===== config.mk =====
export PLATFORM = sky130hd
export DESIGN_NAME = load_store_unit_flat
export DESIGN_NICKNAME = d
export VERILOG_FILES = /design/src/rtl/lsu_pkg.sv /design/src/rtl/load_store_unit_if.sv /design/src/rtl/lsu_lane_align.sv /design/src/rtl/load_store_unit.sv /design/src/flat_wrapper.sv
export SDC_FILE = /design/constraint.sdc
export NUM_CORES = 1
export LEC_CHECK = 0
export ABC_AREA = 0
export BUFFER_PORTS_ARGS = -buffer_cell sky130_fd_sc_hd__buf_4
export CAP_MARGIN = 5
export CORE_MARGIN = 2
export CORE_UTILIZATION = 54
export CTS_CLUSTER_SIZE = 25
export DETAILED_ROUTE_END_ITERATION = 6
export PLACE_DENSITY_LB_ADDON = 0.15
export SLEW_MARGIN = 20
export SYNTH_ARGS = -nofsm -noshare
export SYNTH_HDL_FRONTEND = slang
export SYNTH_SLANG_ARGS = --single-unit

===== constraint.sdc =====
create_clock -name clk -period 3.82 [get_ports clk]
set_input_delay 0.382 -clock clk [delete_from_list [all_inputs] [get_ports clk]]
set_output_delay 0.382 -clock clk [all_outputs]
set_load 0.02 [all_outputs]

===== src/rtl/lsu_pkg.sv =====
// rtl/lsu_pkg.sv - shared types, funct3 codes and size helpers for the load/store unit
package lsu_pkg;

    typedef enum logic [1:0] {
        IDLE = 2'd0,
        ACC0 = 2'd1,
        ACC1 = 2'd2,
        RESP = 2'd3
    } lsu_state_e;

    localparam logic [2:0] F3_B  = 3'b000;
    localparam logic [2:0] F3_H  = 3'b001;
    localparam logic [2:0] F3_W  = 3'b010;
    localparam logic [2:0] F3_BU = 3'b100;
    localparam logic [2:0] F3_HU = 3'b101;

    function automatic logic [2:0] size_of(input logic [2:0] funct3);
        case (funct3[1:0])
            2'b00:   return 3'd1;
            2'b01:   return 3'd2;
            default: return 3'd4;
        endcase
    endfunction

    // Unsigned variants exist only for loads; stores accept SB/SH/SW alone.
    function automatic logic is_legal(input logic [2:0] funct3, input logic store);
        case (funct3)
            F3_B, F3_H, F3_W: return 1'b1;
            F3_BU, F3_HU:     return ~store;
            default:          return 1'b0;
        endcase
    endfunction

endpackage


===== src/rtl/load_store_unit_if.sv =====
// rtl/load_store_unit_if.sv - word-addressed data memory port (active-low cs/wr)
interface load_store_unit_if #(
    parameter int ADDR_W = 10
) ();
    logic              cs;
    logic              wr;
    logic [3:0]        mask;
    logic [31:0]       data_wr;
    logic [ADDR_W-1:0] addr;
    logic [31:0]       data_rd;

    modport master (
        output cs, wr, mask, data_wr, addr,
        input  data_rd
    );

    modport slave (
        input  cs, wr, mask, data_wr, addr,
        output data_rd
    );
endinterface


===== src/rtl/lsu_lane_align.sv =====
// rtl/lsu_lane_align.sv - byte-lane mask, write data shift and load extraction
module lsu_lane_align
    import lsu_pkg::*;
(
    input  logic [1:0]  offset,
    input  logic [2:0]  size,
    input  logic [2:0]  funct3,
    input  logic [31:0] wdata,
    input  logic [63:0] rdata_pair,
    output logic [7:0]  mask,
    output logic [63:0] wdata_shifted,
    output logic [31:0] load_data
);
    logic [7:0]  size_mask;
    logic [31:0] wdata_trim;
    logic [63:0] rd_shifted;

    always_comb begin
        size_mask     = (8'd1 << size) - 8'd1;
        mask          = size_mask << offset;
        case (size)
            3'd1:    wdata_trim = wdata & 32'h0000_00ff;
            3'd2:    wdata_trim = wdata & 32'h0000_ffff;
            default: wdata_trim = wdata;
        endcase
        wdata_shifted = {32'd0, wdata_trim} << {offset, 3'b000};
        rd_shifted    = rdata_pair >> {offset, 3'b000};
        case (funct3)
            F3_B:    load_data = {{24{rd_shifted[7]}}, rd_shifted[7:0]};
            F3_BU:   load_data = {24'd0, rd_shifted[7:0]};
            F3_H:    load_data = {{16{rd_shifted[15]}}, rd_shifted[15:0]};
            F3_HU:   load_data = {16'd0, rd_shifted[15:0]};
            default: load_data = rd_shifted[31:0];
        endcase
    end
endmodule


===== src/rtl/load_store_unit.sv =====
// rtl/load_store_unit.sv - RV32 load/store master with misaligned access splitting
module load_store_unit
    import lsu_pkg::*;
#(
    parameter int ADDR_W = 10,
    parameter int DATA_W = 32
) (
    input  logic               clk,
    input  logic               rst,
    input  logic               req_valid,
    output logic               req_ready,
    input  logic               req_store,
    input  logic [2:0]         req_funct3,
    input  logic [31:0]        req_addr,
    input  logic [DATA_W-1:0]  req_wdata,
    output logic               resp_valid,
    input  logic               resp_ready,
    output logic [DATA_W-1:0]  resp_rdata,
    output logic               resp_err,
    load_store_unit_if.master  mem
);
    lsu_state_e        state;
    logic              store_q;
    logic [2:0]        f3_q;
    logic [1:0]        off_q;
    logic [ADDR_W-1:0] word_q;
    logic [DATA_W-1:0] wdata_q;
    logic [31:0]       lo_buf;

    logic [2:0]        size;
    logic              crossing;
    logic [63:0]       rd_pair;
    logic [7:0]        mask8;
    logic [63:0]       wdata64;
    logic [31:0]       load_data;
    logic              addr_unused;

    assign addr_unused = &{1'b0, req_addr[31:ADDR_W+2]};

    assign size     = size_of(f3_q);
    assign crossing = ({1'b0, off_q} + size) > 3'd4;

    // The word being read this cycle is folded in directly so the result can
    // be registered on the same edge that leaves the access state.
    assign rd_pair = (state == ACC1) ? {mem.data_rd, lo_buf} : {32'd0, mem.data_rd};

    lsu_lane_align u_align (
        .offset        (off_q),
        .size          (size),
        .funct3        (f3_q),
        .wdata         (wdata_q),
        .rdata_pair    (rd_pair),
        .mask          (mask8),
        .wdata_shifted (wdata64),
        .load_data     (load_data)
    );

    // Decoded from state so an asynchronous reset drops cs before any negedge.
    always_comb begin
        mem.cs      = 1'b1;
        mem.wr      = 1'b1;
        mem.mask    = 4'd0;
        mem.data_wr = 32'd0;
        mem.addr    = '0;
        case (state)
            ACC0: begin
                mem.cs      = 1'b0;
                mem.wr      = ~store_q;
                mem.addr    = word_q;
                mem.mask    = mask8[3:0];
                mem.data_wr = wdata64[31:0];
            end
            ACC1: begin
                mem.cs      = 1'b0;
                mem.wr      = ~store_q;
                mem.addr    = word_q + ADDR_W'(1);
                mem.mask    = mask8[7:4];
                mem.data_wr = wdata64[63:32];
            end
            default: ;
        endcase
    end

    always_ff @(posedge clk or negedge rst) begin
        if (!rst) begin
            state      <= IDLE;
            req_ready  <= 1'b1;
            resp_valid <= 1'b0;
            resp_rdata <= '0;
            resp_err   <= 1'b0;
            store_q    <= 1'b0;
            f3_q       <= 3'd0;
            off_q      <= 2'd0;
            word_q     <= '0;
            wdata_q    <= '0;
            lo_buf     <= 32'd0;
        end else begin
            case (state)
                IDLE: begin
                    if (req_valid) begin
                        store_q   <= req_store;
                        f3_q      <= req_funct3;
                        off_q     <= req_addr[1:0];
                        word_q    <= req_addr[ADDR_W+1:2];
                        wdata_q   <= req_wdata;
                        req_ready <= 1'b0;
                        if (is_legal(req_funct3, req_store)) begin
                            state <= ACC0;
                        end else begin
                            state      <= RESP;
                            resp_valid <= 1'b1;
                            resp_err   <= 1'b1;
                            resp_rdata <= '0;
                        end
                    end
                end
                ACC0: begin
                    if (!store_q) lo_buf <= mem.data_rd;
                    if (crossing) begin
                        state <= ACC1;
                    end else begin
                        state      <= RESP;
                        resp_valid <= 1'b1;
                        resp_err   <= 1'b0;
                        resp_rdata <= store_q ? '0 : load_data;
                    end
                end
                ACC1: begin
                    state      <= RESP;
                    resp_valid <= 1'b1;
                    resp_err   <= 1'b0;
                    resp_rdata <= store_q ? '0 : load_data;
                end
                RESP: begin
                    if (resp_ready) begin
                        state      <= IDLE;
                        resp_valid <= 1'b0;
                        resp_err   <= 1'b0;
                        resp_rdata <= '0;
                        req_ready  <= 1'b1;
                    end
                end
                default: state <= IDLE;
            endcase
        end
    end
endmodule


===== src/flat_wrapper.sv =====
// flat-port wrapper written by rule: the top's interface ports become plain ports
module load_store_unit_flat import lsu_pkg::*;
#(
    parameter int ADDR_W = 10,
    parameter int DATA_W = 32
)
  (clk, rst, req_valid, req_ready, req_store, req_funct3, req_addr, req_wdata, resp_valid, resp_ready, resp_rdata, resp_err, mem_cs, mem_wr, mem_mask, mem_data_wr, mem_addr, mem_data_rd);
  load_store_unit_if #(.ADDR_W(ADDR_W)) mem_i ();
  input  logic clk;
  input  logic rst;
  input  logic req_valid;
  output logic req_ready;
  input  logic req_store;
  input  logic [2:0] req_funct3;
  input  logic [31:0] req_addr;
  input  logic [DATA_W-1:0] req_wdata;
  output logic resp_valid;
  input  logic resp_ready;
  output logic [DATA_W-1:0] resp_rdata;
  output logic resp_err;
  output wire logic [$bits(mem_i.cs)-1:0] mem_cs;
  output wire logic [$bits(mem_i.wr)-1:0] mem_wr;
  output wire logic [$bits(mem_i.mask)-1:0] mem_mask;
  output wire logic [$bits(mem_i.data_wr)-1:0] mem_data_wr;
  output wire logic [$bits(mem_i.addr)-1:0] mem_addr;
  input wire logic [$bits(mem_i.data_rd)-1:0] mem_data_rd;
  assign mem_cs = mem_i.cs;
  assign mem_wr = mem_i.wr;
  assign mem_mask = mem_i.mask;
  assign mem_data_wr = mem_i.data_wr;
  assign mem_addr = mem_i.addr;
  assign mem_i.data_rd = mem_data_rd;
  load_store_unit #(.ADDR_W(ADDR_W), .DATA_W(DATA_W)) u_core (.clk(clk), .rst(rst), .req_valid(req_valid), .req_ready(req_ready), .req_store(req_store), .req_funct3(req_funct3), .req_addr(req_addr), .req_wdata(req_wdata), .resp_valid(resp_valid), .resp_ready(resp_ready), .resp_rdata(resp_rdata), .resp_err(resp_err), .mem(mem_i));
endmodule

==> impl_metrics.yaml, run 1 <==
clock_network:
  clock_sink_count: 117
  cts.path.max_buffers: 2
  cts_made_buffers: 17
  htree_num_levels: 4
  ctsHoldBuffers: 0
  ctsRootBufferMaster: "sky130_fd_sc_hd__clkbuf_16"
  clk_transition_reported_paths_ns: 0.06
  resized_cells_post_cts: 0
  cts.repair_timing.setup_buffer_count: 0
  later_pin_clock_latency_in_the_skew_report_ns: 0.43
  tritoncts: "yes"
synthesis:
  async_reset_ff_frac: 1.00
  dominantRegCellSynth: "sky130_fd_sc_hd__dfrtp_1"
  syn-num-nets: 854
  post_synth.cell_area_avg_um2: 10.0
  synthDistinctLibCells: 59
  synth_seq_cells: 117
  sequential_share_of_the_synthesized_area: 0.396
  synth.yosys.warnings: 0
  gate_count_post_synth: 739
  synth-edff-count: 0
  synth_area_um2: 7400
critical_path:
  worstSetupPathType: "register to output pin"
  end_kind: "output pin"
  crit_arrival_ns: 3.16
  cp_cell_instances: "buf_4, or2_2, ha_1, inv_1, nand2_1, nor3_1, nand2_1, o21ai_0, buf_4"
  critical_path_cell_count: 9
  reg2reg_depth: 11
  worst-path-buf-inv: 3
  crit_path_required_time_ns: 3.44
  worst_setup_path_start_kind: "register"
  cpPeakStageDelay_ns: 0.49
  critical-path-slowest-cell: "sky130_fd_sc_hd__nor3_1"
  crit_path_max_fanout: 15
  setup.reg_to_reg.worst_slack_ns: 0.75
  path_delay_family: "simple AND/OR/NAND/NOR gates"
drt:
  drt-total-wl_um: 21500
  vias: 6640
  drt_first_pass_iters: 7
  vias_per_cell: 6.22
  wire_length_per_cell_um: 20.1
  drcViolationCount: 2
  first_iter_violations: 515
  ant_nets: 0
floorplanning:
  vert_die_dim_um: 121
  floorplan.core_area_um2: 13300
  dieWidth_um: 121
  design.portCount: 187
  fp.dieArea_um2: 14700
  initial_cell_density_of_the_core: 0.557
  rows: 42
final_layout:
  utilization: 0.705
  layout_area_growth_over_synthesis_pct: 26.6
  diodes_inserted: 0
  final_cell_mix: "sky130_fd_sc_hd__buf_4, sky130_fd_sc_hd__dfrtp_1, sky130_fd_sc_hd__mux2_2"
  finish.net_count: 994
  drive_above_1_share: 0.377
  mostFrequentLayoutCell: "sky130_fd_sc_hd__buf_4"
global_route:
  grt_pass1_wl_um: 33700
  grt_pass1_vias: 6580
  antenna_found_initial: 0
  global_route.peak_usage_layer: "met2"
  grt_util_all_layers: 0.297
  grt_start_max_net_pins: 75
  met3_grt_util: 0.0536
  grt.met1_usage: 0.371
  grt_overflow: 0
  groute.layer.met2.usage: 0.487
sta:
  rsz0062_at_grt: "no"
  timing.fmax_ghz: 0.283
  final_max_slew_viol_count: 0
  final-setup-viol-count: 0
  final_period_minus_worst_setup_slack_ns: 3.54
  max_slew_margin: 0.346
  final.period_utilization: 0.926
  tightest_slew_ns: 0.981
  timing.final.hold_violations: 0
  worst_clock_skew_ns: 0.00727
  fin_tns_setup_ns: 0
power:
  power.density_nw_per_um2: 1010
  max-vdd-ir-drop_uv: 597
  total_power_mw: 9.43
  leakagePower_nw: 4.22
outcome:
  status: "finished, violations left"
  violations: "DRC"
run:
  max_cap_violations: 0
min_path:
  min_path_type: "input port to async pin"
placement:
  portBuffers: 166
  place.detailed.hpwl_um: 14900
  place.gp.congestion: 0.875
[routing by layer]
layer	wire (µm)	up-vias
met4	880	0
met3	1520	61
met5	0	-
met2	10600	337
li1	-	3000
met1	8520	3242
[kinds of logic after synthesis]
kind of cell / after synthesis / synth area share
AOI/OAI and AO/OA: 211 / 0.210
xor gates and xnor gates: 3 / 0.00355
adders and majority gates: 11 / 0.0186
buffers and inverters: 73 / 0.0451
DFF: 117 / 0.396
muxes: 154 / 0.225
and+or+nand+nor: 170 / 0.101
[state kept, by name, summed over array words and instances (netlist names)]
signal             cells
u_core.wdata_q        32
u_core.resp_err        1
u_core.store_q         1
u_core.state           2
u_core.resp_rdata     32
u_core.f3_q            3
u_core.word_q         10
u_core.lo_buf         32
u_core.resp_valid      1
u_core.req_ready       1
u_core.off_q           2
[metrics by stage]
| step | hold WS (ns) | cells | setup slack (ns) | cell area (µm²) |
|---|---|---|---|---|
| final | 0.115 | 1068 | 0.283 | 9370 |
| after detailed placement | 0.476 | 1036 | 0.607 | 8720 |
| after CTS | 0.144 | 1068 | 0.141 | 9370 |
| after floorplan | 0.0864 | 739 | 0.769 | 7400 |
| after global placement | 0.474 | 1036 | 0.635 | 8720 |
| after global routing | 0.180 | 1068 | 0.0884 | 9370 |
[worst register-to-register path: cells and delay by family (launching register included)]
kind                       cells  cell delay (ns)
AOI/OAI and AO/OA              2             0.38
adders and majority gates      2             0.40
buffers and inverters          3             0.66
DFF                            1             0.37
and+or+nand+nor                4             1.17
[worst paths after layout]
check,start,end
worst min-delay path,rst,u_core.resp_rdata[18]$_DFFE_PN0P_
worst max-delay path,u_core.f3_q[1]$_DFFE_PN0P_,mem_data_wr[17]
min in group clk,mem_data_rd[29],u_core.lo_buf[29]$_DFFE_PN0P_
worst max register to register,u_core.f3_q[1]$_DFFE_PN0P_,u_core.resp_rdata[17]$_DFFE_PN0P_
max in group asynchronous,rst,u_core.req_ready$_DFFE_PN1P_
worst min register to register,u_core.resp_rdata[1]$_DFFE_PN0P_,u_core.resp_rdata[1]$_DFFE_PN0P_
[final cells by class]
class	instances	area, µm²
flip-flops and latches	117	2930
inverters	11	41.3
multi-input cells	549	4150
clock buffers	20	467
fillers	1007	3930
clock inverters	12	176
repair buffers	183	1390
well taps	176	220
[cell usage after synthesis, types with 2 or more instances]
cell type / count / area share
sky130_fd_sc_hd__a211oi_1: 5 / 0.0051
sky130_fd_sc_hd__a21o_1: 2 / 0.0020
sky130_fd_sc_hd__a21oi_1: 25 / 0.017
sky130_fd_sc_hd__a221oi_1: 11 / 0.013
sky130_fd_sc_hd__a222oi_1: 5 / 0.0068
sky130_fd_sc_hd__a22o_1: 5 / 0.0059
sky130_fd_sc_hd__a22oi_1: 12 / 0.012
sky130_fd_sc_hd__a2bb2oi_1: 2 / 0.0024
sky130_fd_sc_hd__a32o_1: 5 / 0.0068
sky130_fd_sc_hd__and2_1: 4 / 0.0034
sky130_fd_sc_hd__and3_1: 3 / 0.0025
sky130_fd_sc_hd__buf_1: 8 / 0.0041
sky130_fd_sc_hd__buf_2: 15 / 0.010
sky130_fd_sc_hd__buf_6: 5 / 0.0076
sky130_fd_sc_hd__clkbuf_1: 33 / 0.017
sky130_fd_sc_hd__dfrtp_1: 116 / 0.39
sky130_fd_sc_hd__ha_1: 11 / 0.019
sky130_fd_sc_hd__inv_1: 10 / 0.0051
sky130_fd_sc_hd__mux2_1: 8 / 0.012
sky130_fd_sc_hd__mux2_2: 87 / 0.13
sky130_fd_sc_hd__mux2i_1: 57 / 0.077
sky130_fd_sc_hd__nand2_1: 64 / 0.032
sky130_fd_sc_hd__nand2b_1: 10 / 0.0085
sky130_fd_sc_hd__nand3_1: 14 / 0.0095
sky130_fd_sc_hd__nor2_1: 54 / 0.027
sky130_fd_sc_hd__nor2b_1: 4 / 0.0034
sky130_fd_sc_hd__nor3_1: 10 / 0.0068
sky130_fd_sc_hd__o21a_1: 9 / 0.0091
sky130_fd_sc_hd__o21ai_0: 75 / 0.051
sky130_fd_sc_hd__o221a_2: 7 / 0.011
sky130_fd_sc_hd__o2bb2ai_1: 18 / 0.021
sky130_fd_sc_hd__o31ai_1: 4 / 0.0041
sky130_fd_sc_hd__o31ai_2: 14 / 0.024
sky130_fd_sc_hd__xor2_1: 2 / 0.0024
[report_power, final]
group | leakage, nW | internal (mW) | total (mW) | switching, mW
clock | 0.312 | 1.14 | 1.73 | 0.587
sequential | 1.43 | 1.80 | 2.33 | 0.527
combinational | 2.48 | 2.25 | 5.37 | 3.12
Power figures use the tool's default switching activity.
==> inputs of run 2 (changes only) <==
- CORE_UTILIZATION: 54 -> 56
- GPL_TIMING_DRIVEN: default -> 0
- SLEW_MARGIN: 20 -> 30
- SYNTH_HIERARCHICAL: default -> 1
==> impl_metrics.yaml, run 2 <==
outcome:
  status: "finished, violations left"
  violations: "DRC"
critical_path:
  setup.reg_to_reg.worst_slack_ns: 0.81
  critical-path-top-cell-by-count: "sky130_fd_sc_hd__a22oi_1"
  end_kind: "output pin"
  cp_cell_instances: "nor2_2, clkbuf_4, nor3b_4, buf_6, inv_1, ha_1, clkbuf_2, nor2b_1, a22oi_1, o22a_1, o22ai_1, a22oi_1, nor2_1, buf_4"
  crit_arrival_ns: 3.25
  critical-path-slowest-cell: "sky130_fd_sc_hd__dfrtp_2"
  cpPeakStageDelay_ns: 0.44
  worstSetupPathType: "register to output pin"
  crit_path_required_time_ns: 3.44
  crit_path_max_fanout: 10
  worst_setup_path_start_kind: "register"
sta:
  final_max_slew_viol_count: 0
  max_slew_margin: 0.450
  final-setup-viol-count: 0
  worst_clock_skew_ns: 0.0123
  final_period_minus_worst_setup_slack_ns: 3.63
  tightest_slew_ns: 0.821
  timing.fmax_ghz: 0.275
  timing.final.hold_violations: 0
  final.period_utilization: 0.951
drt:
  drcViolationCount: 1
  vias_per_cell: 6.24
  ant_nets: 0
  vias: 7648
  first_iter_violations: 743
  drt_first_pass_iters: 7
  wire_length_per_cell_um: 20.1
  drt-total-wl_um: 24600
final_layout:
  layout.cells.non_filler: 1225
  final_cell_mix: "sky130_fd_sc_hd__buf_4, sky130_fd_sc_hd__mux2_2, sky130_fd_sc_hd__dfrtp_1"
  fillerInstances: 1150
  reg_top3: "u_core/lo_buf: 32 flops, u_core/resp_rdata: 32 flops, u_core/wdata_q: 32 flops"
  finish.net_count: 1141
  utilization: 0.721
  layout_area_growth_over_synthesis_pct: 26.6
  drive_above_1_share: 0.405
  mostFrequentLayoutCell: "sky130_fd_sc_hd__buf_4"
  diodes_inserted: 0
placement:
  instance_count_after_placement_with_tap_cells_included: 1191
  place.detailed.hpwl_um: 17500
  place.gp.congestion: 0.958
  portBuffers: 166
clock_network:
  htree_num_levels: 4
  clk_transition_reported_paths_ns: 0.06
  cts_made_buffers: 17
  ctsRootBufferMaster: "sky130_fd_sc_hd__clkbuf_16"
  tritoncts: "yes"
  cts.path.max_buffers: 2
  later_pin_clock_latency_in_the_skew_report_ns: 0.43
  clock_sink_count: 117
power:
  power.density_nw_per_um2: 1020
  leakagePower_nw: 4.79
  max-vdd-ir-drop_uv: 514
floorplanning:
  design.portCount: 187
  floorplan.core_area_um2: 14500
  fp.dieArea_um2: 15700
  rows: 44
  dieWidth_um: 125
  vert_die_dim_um: 125
  initial_cell_density_of_the_core: 0.569
synthesis:
  gate_count_post_synth: 833
  synth_area_um2: 8240
  post_synth.cell_area_avg_um2: 9.89
  synth.yosys.warnings: 6
min_path:
  min_path_type: "input port to register"
global_route:
  grt_start_max_net_pins: 67
  grt_util_all_layers: 0.318
  antenna_found_initial: 0
  grt_pass1_vias: 7449
  grt_overflow: 0
  grt_pass1_wl_um: 39400
run:
  max_cap_violations: 0
-- run 2: cell types whose count changed in the layout (fill, tap and decap cells not counted), sizes merged, moves of 19 or more --
cell,delta
mux4,+24
mux2i,-36
buf,+47
clkbuf,+22
nand3,+28
nor2,+19
o21ai,-43
a22oi,+28
mux2,+21
and2,+33
-- run 2: stage by stage --
stage | instance area [µm²] | hold WS (ns) | worst slack (ns) | setup TNS, ns | power, mW
after floorplan | 8270 | 0.0864 | 0.688 | 0 | 6.88
after detailed placement | 9780 | 0.322 | 0.236 | 0 | 8.83
after global routing | 10400 | 0.181 | -0.0216 | -0.0216 | 11.4
after CTS | 10400 | 0.178 | 0.0166 | 0 | 10.5
final | 10400 | 0.191 | 0.186 | 0 | 10.7
after global placement | 9740 | 0.470 | 0.211 | 0 | 8.72
-- run 2: worst paths after layout --
path / start / to / cells past startpoint
setup / recovery: u_core/f3_q[1]$_DFFE_PN0P_ / mem_mask[0] / 14
hold / removal: req_wdata[20] / u_core/wdata_q[20]$_DFFE_PN0P_ / 2
setup reg to reg: u_core/state[0]$_DFFE_PN0P_ / u_core/resp_rdata[20]$_DFFE_PN0P_ / 12
hold reg to reg: u_core/resp_rdata[16]$_DFFE_PN0P_ / u_core/resp_rdata[16]$_DFFE_PN0P_ / 1
max in group asynchronous: rst / u_core/wdata_q[19]$_DFFE_PN0P_ / 3
min in group asynchronous: rst / u_core/resp_rdata[12]$_DFFE_PN0P_ / 2
-- run 2: critical path: cells and delay by family, from the launching register on --
family	cells	cell delay, ns
adder cells (fa/ha/maj)	1	0.20
AND/OR/NAND/NOR	4	0.64
buffers and inverters	5	0.84
AO/OA/AOI/OAI	4	0.70
flip-flops	1	0.44
-- run 2: timing repair --
action                     in CTS  in global routing
setup endpoints to repair       4                  4
setup buffers                   0                  1
hold buffers                    1                  0
hold endpoints to repair       50                  0
gates resized for setup         7                  9
pin swaps                       0                  0
-- run 2: metal layers --
| metal | GRT usage | routed length (µm) |
|---|---|---|
| met1 | 0.444 | 10400 |
| met2 | 0.488 | 11200 |
| met3 | 0.0762 | 2380 |
| met4 | 0.115 | 571 |
| met5 | 0 | 0 |
-- run 2: area by class of cell --
type | count | area [µm²] | area share
multi-input cells | 621 | 4850 | 0.464
flip-flops and latches | 117 | 2930 | 0.281
repair buffers | 169 | 1300 | 0.124
plain buffers | 84 | 470 | 0.0451
clock buffers | 20 | 467 | 0.0447
well taps | 184 | 230 | 0.0221
clock inverters | 12 | 128 | 0.0122
inverters | 18 | 67.6 | 0.00647
-- run 2: power breakdown --
part	internal, mW	switching (mW)	total (mW)
clock network	1.01	0.576	1.58
logic	2.88	3.96	6.84
registers	1.82	0.455	2.27
==> inputs of run 3 (changes only) <==
- CELL_PAD_IN_SITES_DETAIL_PLACEMENT: default -> 1
- CELL_PAD_IN_SITES_GLOBAL_PLACEMENT: default -> 1
- CORE_UTILIZATION: 56 -> 42
==> impl_metrics.yaml, run 3 (same netlist as run 2, synthesis figures left out) <==
global_route:
  grt_start_max_net_pins: 69
  grt_util_all_layers: 0.275
  grt_pass1_vias: 7661
  antenna_found_initial: 0
  grt_overflow: 0
  grt_pass1_wl_um: 43300
sta:
  timing.final.ws_setup_ns: 0.197
  fin_tns_setup_ns: 0
  timing.fmax_ghz: 0.276
  timing.final.hold_violations: 0
  final.period_utilization: 0.949
  final-setup-viol-count: 0
  max_slew_margin: 0.450
  tightest_slew_ns: 0.823
  final_max_slew_viol_count: 0
  final_period_minus_worst_setup_slack_ns: 3.62
  worst_clock_skew_ns: 0.00872
  holdWs_ns: 0.190
drt:
  vias: 7579
  wire_length_per_cell_um: 21.7
  drcViolationCount: 0
  vias_per_cell: 5.80
  first_iter_violations: 489
  ant_nets: 0
  drt-total-wl_um: 28300
  drt_first_pass_iters: 5
clock_network:
  later_pin_clock_latency_in_the_skew_report_ns: 0.42
  cts.path.max_buffers: 2
  cts_made_buffers: 17
  htree_num_levels: 4
  tritoncts: "yes"
  clk_transition_reported_paths_ns: 0.06
  clock_sink_count: 117
  ctsRootBufferMaster: "sky130_fd_sc_hd__clkbuf_16"
floorplanning:
  rows: 51
  floorplan.core_area_um2: 19300
  vert_die_dim_um: 144
  initial_cell_density_of_the_core: 0.426
  dieWidth_um: 144
  design.portCount: 187
  fp.dieArea_um2: 20800
final_layout:
  stdcell_area_um2: 10600
  reg_top3: "u_core/lo_buf: 32 flops, u_core/resp_rdata: 32 flops, u_core/wdata_q: 32 flops"
  mostFrequentLayoutCell: "sky130_fd_sc_hd__buf_4"
  final_cell_mix: "sky130_fd_sc_hd__buf_4, sky130_fd_sc_hd__mux2_2, sky130_fd_sc_hd__dfrtp_1"
  layout_area_growth_over_synthesis_pct: 28.6
  finish.net_count: 1142
  fillerInstances: 2223
  drive_above_1_share: 0.406
  diodes_inserted: 0
critical_path:
  end_kind: "output pin"
  critical-path-slowest-cell: "sky130_fd_sc_hd__dfrtp_1"
  worst_setup_path_startpoint: "u_core/f3_q[0]$_DFFE_PN0P_"
  worstSetupPathType: "register to output pin"
  worst-path-buf-inv: 6
  critical-path-top-cell-by-count: "sky130_fd_sc_hd__buf_4"
  start_of_the_worst_register_to_register_path: "u_core/state[0]$_DFFE_PN0P_"
  setup.reg_to_reg.worst_slack_ns: 0.76
  cp_cell_instances: "nor2_2, buf_4, nor3b_2, buf_4, inv_1, ha_1, clkbuf_2, inv_2, o32a_1, nor2_1, a211oi_2, a22oi_2, nor2_1, buf_4"
  path_delay_family: "buffers and inverters"
  worst_setup_path_start_kind: "register"
  crit_path_max_fanout: 10
  crit_path_required_time_ns: 3.44
  crit_arrival_ns: 3.24
  cpPeakStageDelay_ns: 0.44
min_path:
  timing.hold.worst.start: "req_wdata[26]"
  min_path_type: "input port to register"
power:
  total_power_mw: 11.0
  power.density_nw_per_um2: 1040
  leakagePower_nw: 4.81
  max-vdd-ir-drop_uv: 461
placement:
  place.detailed.hpwl_um: 20600
  place.gp.congestion: 0.889
  portBuffers: 166
  place_area_um2: 9880
  detailedPlace.worstSlack_ns: 0.131
run:
  max_cap_violations: 0
outcome:
  status: "finished, final reports clean"
run 3: worst paths after layout:
check	endpoint	cells past startpoint
worst max-delay path	mem_mask[2]	14
worst min-delay path	u_core/wdata_q[26]$_DFFE_PN0P_	2
worst max register to register	u_core/resp_rdata[20]$_DFFE_PN0P_	12
worst min register to register	u_core/resp_rdata[15]$_DFFE_PN0P_	1
max in group asynchronous	u_core/wdata_q[14]$_DFFE_PN0P_	3
min in group asynchronous	u_core/resp_rdata[20]$_DFFE_PN0P_	2
run 3: routing by layer:
metal / global-route usage / up-vias / share of wire
met5: 0 / - / 0
met4: 0.0851 / 0 / 0.017
met3: 0.0497 / 34 / 0.060
met2: 0.423 / 264 / 0.46
met1: 0.396 / 3845 / 0.46
li1: - / 3436 / -
run 3: what timing repair did:
item | 4_1_cts | 5_1_grt
endpoints found under the hold margin | 48 | 0
setup endpoints to repair | 4 | 4
resized for setup | 9 | 11
hold buffers | 1 | 0
gates cloned | 0 | 0
buffers inserted | 1 | 1
pin swaps | 0 | 1
run 3: layout make-up:
type                            instances  area [µm²]  share of cell area
Tap cell                              265         332              0.0313
Timing Repair Buffer                  170        1310               0.123
Buffer                                 84         469              0.0443
Multi-Input combinational cell        621        4870               0.460
Sequential cell                       117        2930               0.277
Inverter                               18        67.6             0.00638
Clock buffer                           21         440              0.0416
Clock inverter                         11         175              0.0165
run 3: power by group:
| part | leakage [nW] | switching [mW] | internal (mW) |
|---|---|---|---|
| logic | 3.09 | 4.14 | 2.91 |
| registers | 1.43 | 0.466 | 1.82 |
| clock network | 0.292 | 0.616 | 1.10 |
run 3: stage by stage:
stage               utilization  cells
detailed placement        0.511   1272
floorplan                     -    840
CTS                       0.545   1306
finish                    0.548   1307
global placement          0.509   1271
global route              0.548   1307
